<file path="config.mk">
export PLATFORM = sky130hd
export DESIGN_NAME = mem_arbiter_rr
export DESIGN_NICKNAME = d
export VERILOG_FILES = /design/src/rtl/mem_arbiter_rr.sv
export SDC_FILE = /design/constraint.sdc
export NUM_CORES = 1
export LEC_CHECK = 0
export CAP_MARGIN = 20
export CORE_MARGIN = 3
export CORE_UTILIZATION = 35
export DETAILED_ROUTE_END_ITERATION = 8
export PLACE_DENSITY = 0.81
export SLEW_MARGIN = 20
export SYNTH_ARGS = -nofsm -noshare
export SYNTH_HDL_FRONTEND = slang
export SYNTH_SLANG_ARGS = --single-unit
</file>
<file path="constraint.sdc">
create_clock -name clk -period 4.8 [get_ports clk]
set_clock_uncertainty 0.2 [all_clocks]
set_input_delay 0.48 -clock clk [delete_from_list [all_inputs] [get_ports clk]]
set_output_delay 0.48 -clock clk [all_outputs]
set_load 0.03 [all_outputs]
</file>
<file path="src/rtl/mem_arbiter_rr.sv">
// rtl/mem_arbiter_rr.sv - round-robin memory arbiter with in-order read-response routing
// Define ARB_WRR_EN for weighted round robin driven by the per-channel weight input.
package system_widths_pkg;
  localparam int ADDR_W = 16;
endpackage

module mem_arbiter_rr #(
  parameter int N        = 3,
  parameter int ADDR_W   = system_widths_pkg::ADDR_W,
  parameter int DATA_W   = 8,
  parameter int MAX_OUT  = 4,
  parameter int WEIGHT_W = 4
) (
  input  logic                           clk,
  input  logic                           reset,
  input  logic [N-1:0]                   req_valid,
  output logic [N-1:0]                   req_ready,
  input  logic [N-1:0]                   req_we,
  input  logic [N-1:0][ADDR_W-1:0]       req_addr,
  input  logic [N-1:0][DATA_W-1:0]       req_wdata,
  output logic [N-1:0]                   resp_valid,
  output logic [DATA_W-1:0]              resp_data,
  input  logic [N-1:0][WEIGHT_W-1:0]     weight,
  output logic                           mem_req_valid,
  input  logic                           mem_req_ready,
  output logic                           mem_req_we,
  output logic [ADDR_W-1:0]              mem_req_addr,
  output logic [DATA_W-1:0]              mem_req_wdata,
  input  logic                           mem_resp_valid,
  input  logic [DATA_W-1:0]              mem_resp_data,
  output logic [$clog2(N)-1:0]           grant_id_dbg,
  output logic [$clog2(MAX_OUT):0]       outstanding_dbg,
  output logic                           err_orphan_resp
);
  localparam int IW = $clog2(N);
  localparam int CW = $clog2(MAX_OUT) + 1;
  localparam int PW = (MAX_OUT > 1) ? $clog2(MAX_OUT) : 1;
  localparam logic [CW-1:0] MAX_CNT = CW'(MAX_OUT);

  logic [IW-1:0] last_grant, lock_id, grant;
  logic          locked, grant_valid;
  logic [CW-1:0] cnt;
  logic [PW-1:0] wr_ptr, rd_ptr;
  logic [IW-1:0] id_fifo [MAX_OUT];
  logic [N-1:0]  eligible;
  logic          xfer, push, pop;

  function automatic logic [PW-1:0] ptr_inc(input logic [PW-1:0] p);
    return (p == PW'(MAX_OUT - 1)) ? '0 : p + PW'(1);
  endfunction

  // Reads need a free response slot; the count used is the pre-pop value.
  always_comb begin
    eligible = '0;
    for (int i = 0; i < N; i++)
      eligible[i] = req_valid[i] && (req_we[i] || (cnt < MAX_CNT));
  end

`ifdef ARB_WRR_EN
  logic [WEIGHT_W-1:0] credits;
  logic [WEIGHT_W-1:0] load_w;
  assign load_w = (weight[grant] == '0) ? '0 : weight[grant] - WEIGHT_W'(1);

  // Credits belong to last_grant; a fresh grant loads its weight minus this transfer.
  always_ff @(posedge clk) begin
    if (reset)
      credits <= '0;
    else if (xfer)
      credits <= (grant == last_grant && credits != '0) ? credits - WEIGHT_W'(1) : load_w;
  end
`else
  logic unused_weight;
  assign unused_weight = ^weight;
`endif

  always_comb begin
    grant       = '0;
    grant_valid = 1'b0;
    if (locked && req_valid[lock_id]) begin
      grant       = lock_id;
      grant_valid = 1'b1;
    end
`ifdef ARB_WRR_EN
    else if (credits != '0 && eligible[last_grant]) begin
      grant       = last_grant;
      grant_valid = 1'b1;
    end
`endif
    else begin
      // Walk backwards so the nearest eligible channel after last_grant wins.
      for (int k = N; k >= 1; k--) begin
        if (eligible[(int'(last_grant) + k) % N]) begin
          grant       = IW'((int'(last_grant) + k) % N);
          grant_valid = 1'b1;
        end
      end
    end
  end

  assign xfer = grant_valid && mem_req_ready;
  assign push = xfer && !req_we[grant];
  assign pop  = mem_resp_valid && (cnt != '0);

  always_comb begin
    req_ready = '0;
    if (xfer) req_ready[grant] = 1'b1;
  end

  assign mem_req_valid   = grant_valid;
  assign mem_req_we      = req_we[grant];
  assign mem_req_addr    = req_addr[grant];
  assign mem_req_wdata   = req_wdata[grant];
  assign grant_id_dbg    = grant;
  assign outstanding_dbg = cnt;

  always_ff @(posedge clk) begin
    if (push) id_fifo[wr_ptr] <= grant;
  end

  always_ff @(posedge clk) begin
    if (reset) begin
      last_grant      <= IW'(N - 1);
      locked          <= 1'b0;
      lock_id         <= '0;
      cnt             <= '0;
      wr_ptr          <= '0;
      rd_ptr          <= '0;
      resp_valid      <= '0;
      resp_data       <= '0;
      err_orphan_resp <= 1'b0;
    end else begin
      locked  <= grant_valid && !mem_req_ready;
      lock_id <= grant;
      if (xfer) last_grant <= grant;
      if (push) wr_ptr <= ptr_inc(wr_ptr);
      if (pop)  rd_ptr <= ptr_inc(rd_ptr);
      cnt        <= cnt + CW'(push) - CW'(pop);
      resp_valid <= '0;
      if (pop) begin
        resp_valid[id_fifo[rd_ptr]] <= 1'b1;
        resp_data                   <= mem_resp_data;
      end
      if (mem_resp_valid && cnt == '0) err_orphan_resp <= 1'b1;
    end
  end
endmodule

</file>
==> run metrics, run 1 <==
result of the run=complete, no violations; CP max FO=25; Final Setup Violations=0; P_sw=912 uW; hold_buf cts=0; vias per cell=5.18; Slew @ Worst Pin=0.878 ns; number of antenna violations at the first check in global routing=0; Hold Path End=resp_data[5]; max_slew headroom=41.3%; placer congestion estimate=0.861; Synth Register Bits=34; Routed WL per cell=15.0 um; Syn Area/Cell=9.27 sq um; commonest non-fill, non-tap cells in the layout=clkdlybuf4s50_1 (135), dfxtp_1 (26), nand2_1 (24), a221o_1 (24), and2_1 (19); Sw Ratio=43.0%; number of gates resized after CTS=0; FP Rows=27; hold path startpoint=resp_data[5]; crit share post-route=87.3%; placed inst area=0.00348 sq mm; critical path, cell by cell=inv_1 -> ha_1 -> mux2_4 -> a31o_1 -> o31a_1 -> inv_2 -> nor2_2 -> buf_4 -> a221o_1 -> clkdlybuf4s50_1; power share of the clock group=15.2%; DRC=0; worst r2r path cells=16; PwrDens=586 mW/mm^2; CTS tree=yes; Design Area, Final=0.00362 sq mm; setup tns final=0 ns; RSZ-0062 raised after global routing=no; library cells used by synthesis=51; Clock Sink Count=34; Max Fclk=0.239 GHz; dpl cells=421; Final Hold Fails=0; Worst Path Buf+Inv=4; vias in the first global route=2204; hold crit path type=reg -> reg; Synth Flop Type=dfxtp_1; top-level port count=148; GRT Overall Usage=17.9%; Area growth, synth to finish=73.0%; Mapped Cells=226; critical path class=reg -> out; CP max stage delay=0.61 ns; CTS Buffer Depth=2; Reg2Reg Capture Point=outstanding_dbg[2]; aggregate routed wire length=6430 um; cell-internal power=1210 uW; Non-Filler Instances=429; R2R setup slack=0.83 ns; H-tree levels=2; initial core utilization=37.1%; commonest non-fill, non-tap cell in the layout=clkdlybuf4s50_1; clk_lat worst skew=0.29 ns; critical path's top delay family=buffers and inverters; ys async rst share=0%; Via Count=2224; Max Cap Viol=0; Net Count, Synth=338; Peak VDD IR=0.000301 V; clock transition at the registers of the reported paths=0.07 ns; first-pass GRT wire length=10200 um; Post-synth EDFFs=8; Num CTS Buffers=5; largest net degree at the start of global routing=27; die height=83.4 um; Placeable Area=0.00564 sq mm; Crit. End Element=output port; Port Buf Inserts=135; combinational share of power=65.8%; critical path depth=10; minimum clock period=4.19 ns; Detail Route Antenna Nets=0; sequential share of the synthesized area=36.3%; Post-CTS Setup Bufs=0; Synth Warn #=0; Detailed Place HPWL=5090 um; layout cells sized above 1=6.16%; ant diodes=0; reg2reg start=last_grant[0]; First DRT Iteration DRCs=83; Seq pwr share=19.0%; grt total ovfl=0; CTS Root Cell=clkbuf_8; Post-Syn Area=0.00210 sq mm; Pre-Repair DR Iteration Count=4; Worst Setup Start Kind=register; Req. time, crit path=4.12 ns; die extent in x=83.4 um; Pins Over Slew Limit=0; Nets=468; CP max stage cell=clkdlybuf4s50_1; Hold Path Cell Cnt=2; Die Area=0.00695 sq mm; Worst Path Arrival=3.51 ns; leakage power=0.00139 uW
area by class of cell:
type	instances	area, sq um
Clock buffer	6	82.6
Clock inverter	2	60.1
Fill cell	470	2020
Inverter	10	37.5
Multi-Input combinational cell	167	1220
Sequential cell	34	761
Tap cell	72	90.1
Timing Repair Buffer	138	1370
cell usage after synthesis, types with 5 or more instances:
cell type | count | share of area (%)
ha_1 | 9 | 5.4
a221o_1 | 24 | 11
clkbuf_1 | 8 | 1.4
nand2_1 | 24 | 4.3
dfxtp_1 | 26 | 25
nand2b_1 | 6 | 1.8
a21oi_1 | 13 | 3.1
nor2_1 | 9 | 1.6
and2_0 | 12 | 3.6
and2_1 | 19 | 5.7
inv_1 | 8 | 1.4
buf_2 | 5 | 1.2
edfxtp_1 | 8 | 11
layer usage:
layer | track usage, % | routed length (um) | up-vias
met5 | 0 | 0 | -
met4 | 3.57 | 33 | 0
met3 | 7.54 | 686 | 4
met1 | 18.1 | 2310 | 1021
met2 | 34.2 | 3400 | 118
li1 | - | - | 1081
tightest hold or removal path, cell delays in order, from the launching register on:
cell     delay (ns)
dfxtp_1        0.31
nand2_1        0.05
a21oi_1        0.05
registers in the layout, indices dropped and copies added, names as in the netlist, named ones only:
name,flops
id_fifo,8
resp_data,8
outstanding_dbg,3
resp_valid,3
last_grant,2
lock_id,2
rd_ptr,2
wr_ptr,2
err_orphan_resp,1
locked,1
cell families (layout without fill, tap and decap cells):
family,count (synthesis),after routing,synth area share [%]
multiplexers,7,7,5.01
AND/OR/NAND/NOR,94,94,25.4
XOR/XNOR,2,2,0.836
AO/OA/AOI/OAI,54,54,20.6
flip-flops,34,34,36.3
adder cells (fa/ha/maj),10,10,6.33
buffers and inverters,25,156,5.49
how the worst max path moves through the flow:
stage	slack, ns	from	endpoint
after floorplan	1.22	last_grant[0]	outstanding_dbg[2]
after global placement	0.65	req_valid[2]	outstanding_dbg[2]
after detailed placement	0.53	req_valid[2]	outstanding_dbg[2]
after CTS	0.61	last_grant[0]	mem_req_wdata[4]
after global routing	0.42	last_grant[0]	mem_req_addr[7]
final	0.61	last_grant[0]	mem_req_wdata[4]
per-stage QoR:
step / utilization [%] / hold slack, ns / setup WS, ns / power [uW]
finish: 64.2 / 0.258 / 0.611 / 2120
global route: 64.2 / 0.283 / 0.423 / 2250
CTS: 64.2 / 0.258 / 0.610 / 2140
detailed placement: 61.7 / 0.250 / 0.535 / 1820
global placement: 61.7 / 0.242 / 0.647 / 1790
floorplan: - / 0.254 / 1.22 / 1300
power by group through the flow:
stage / Sequential, uW / Combinational [uW] / Clock, uW
2_1_floorplan: 453 / 846 / 0
3_5_place_dp: 410 / 1410 / 0
5_1_grt: 412 / 1500 / 341
4_1_cts: 404 / 1410 / 326
6_report: 404 / 1400 / 322
3_3_place_gp: 406 / 1390 / 0
Note: power is estimated with default switching activity, not from simulation.
==> inputs of run 2 (changes only) <==
--- a/config.mk
+++ b/config.mk
@@ -10,6 +10,7 @@
 export CORE_UTILIZATION = 35
 export DETAILED_ROUTE_END_ITERATION = 8
 export PLACE_DENSITY = 0.81
+export SKIP_CTS_REPAIR_TIMING = 1
 export SLEW_MARGIN = 20
 export SYNTH_ARGS = -nofsm -noshare
 export SYNTH_HDL_FRONTEND = slang
==> results of run 2 <==
Final layout, timing and power as in run 1 (identical DEF).
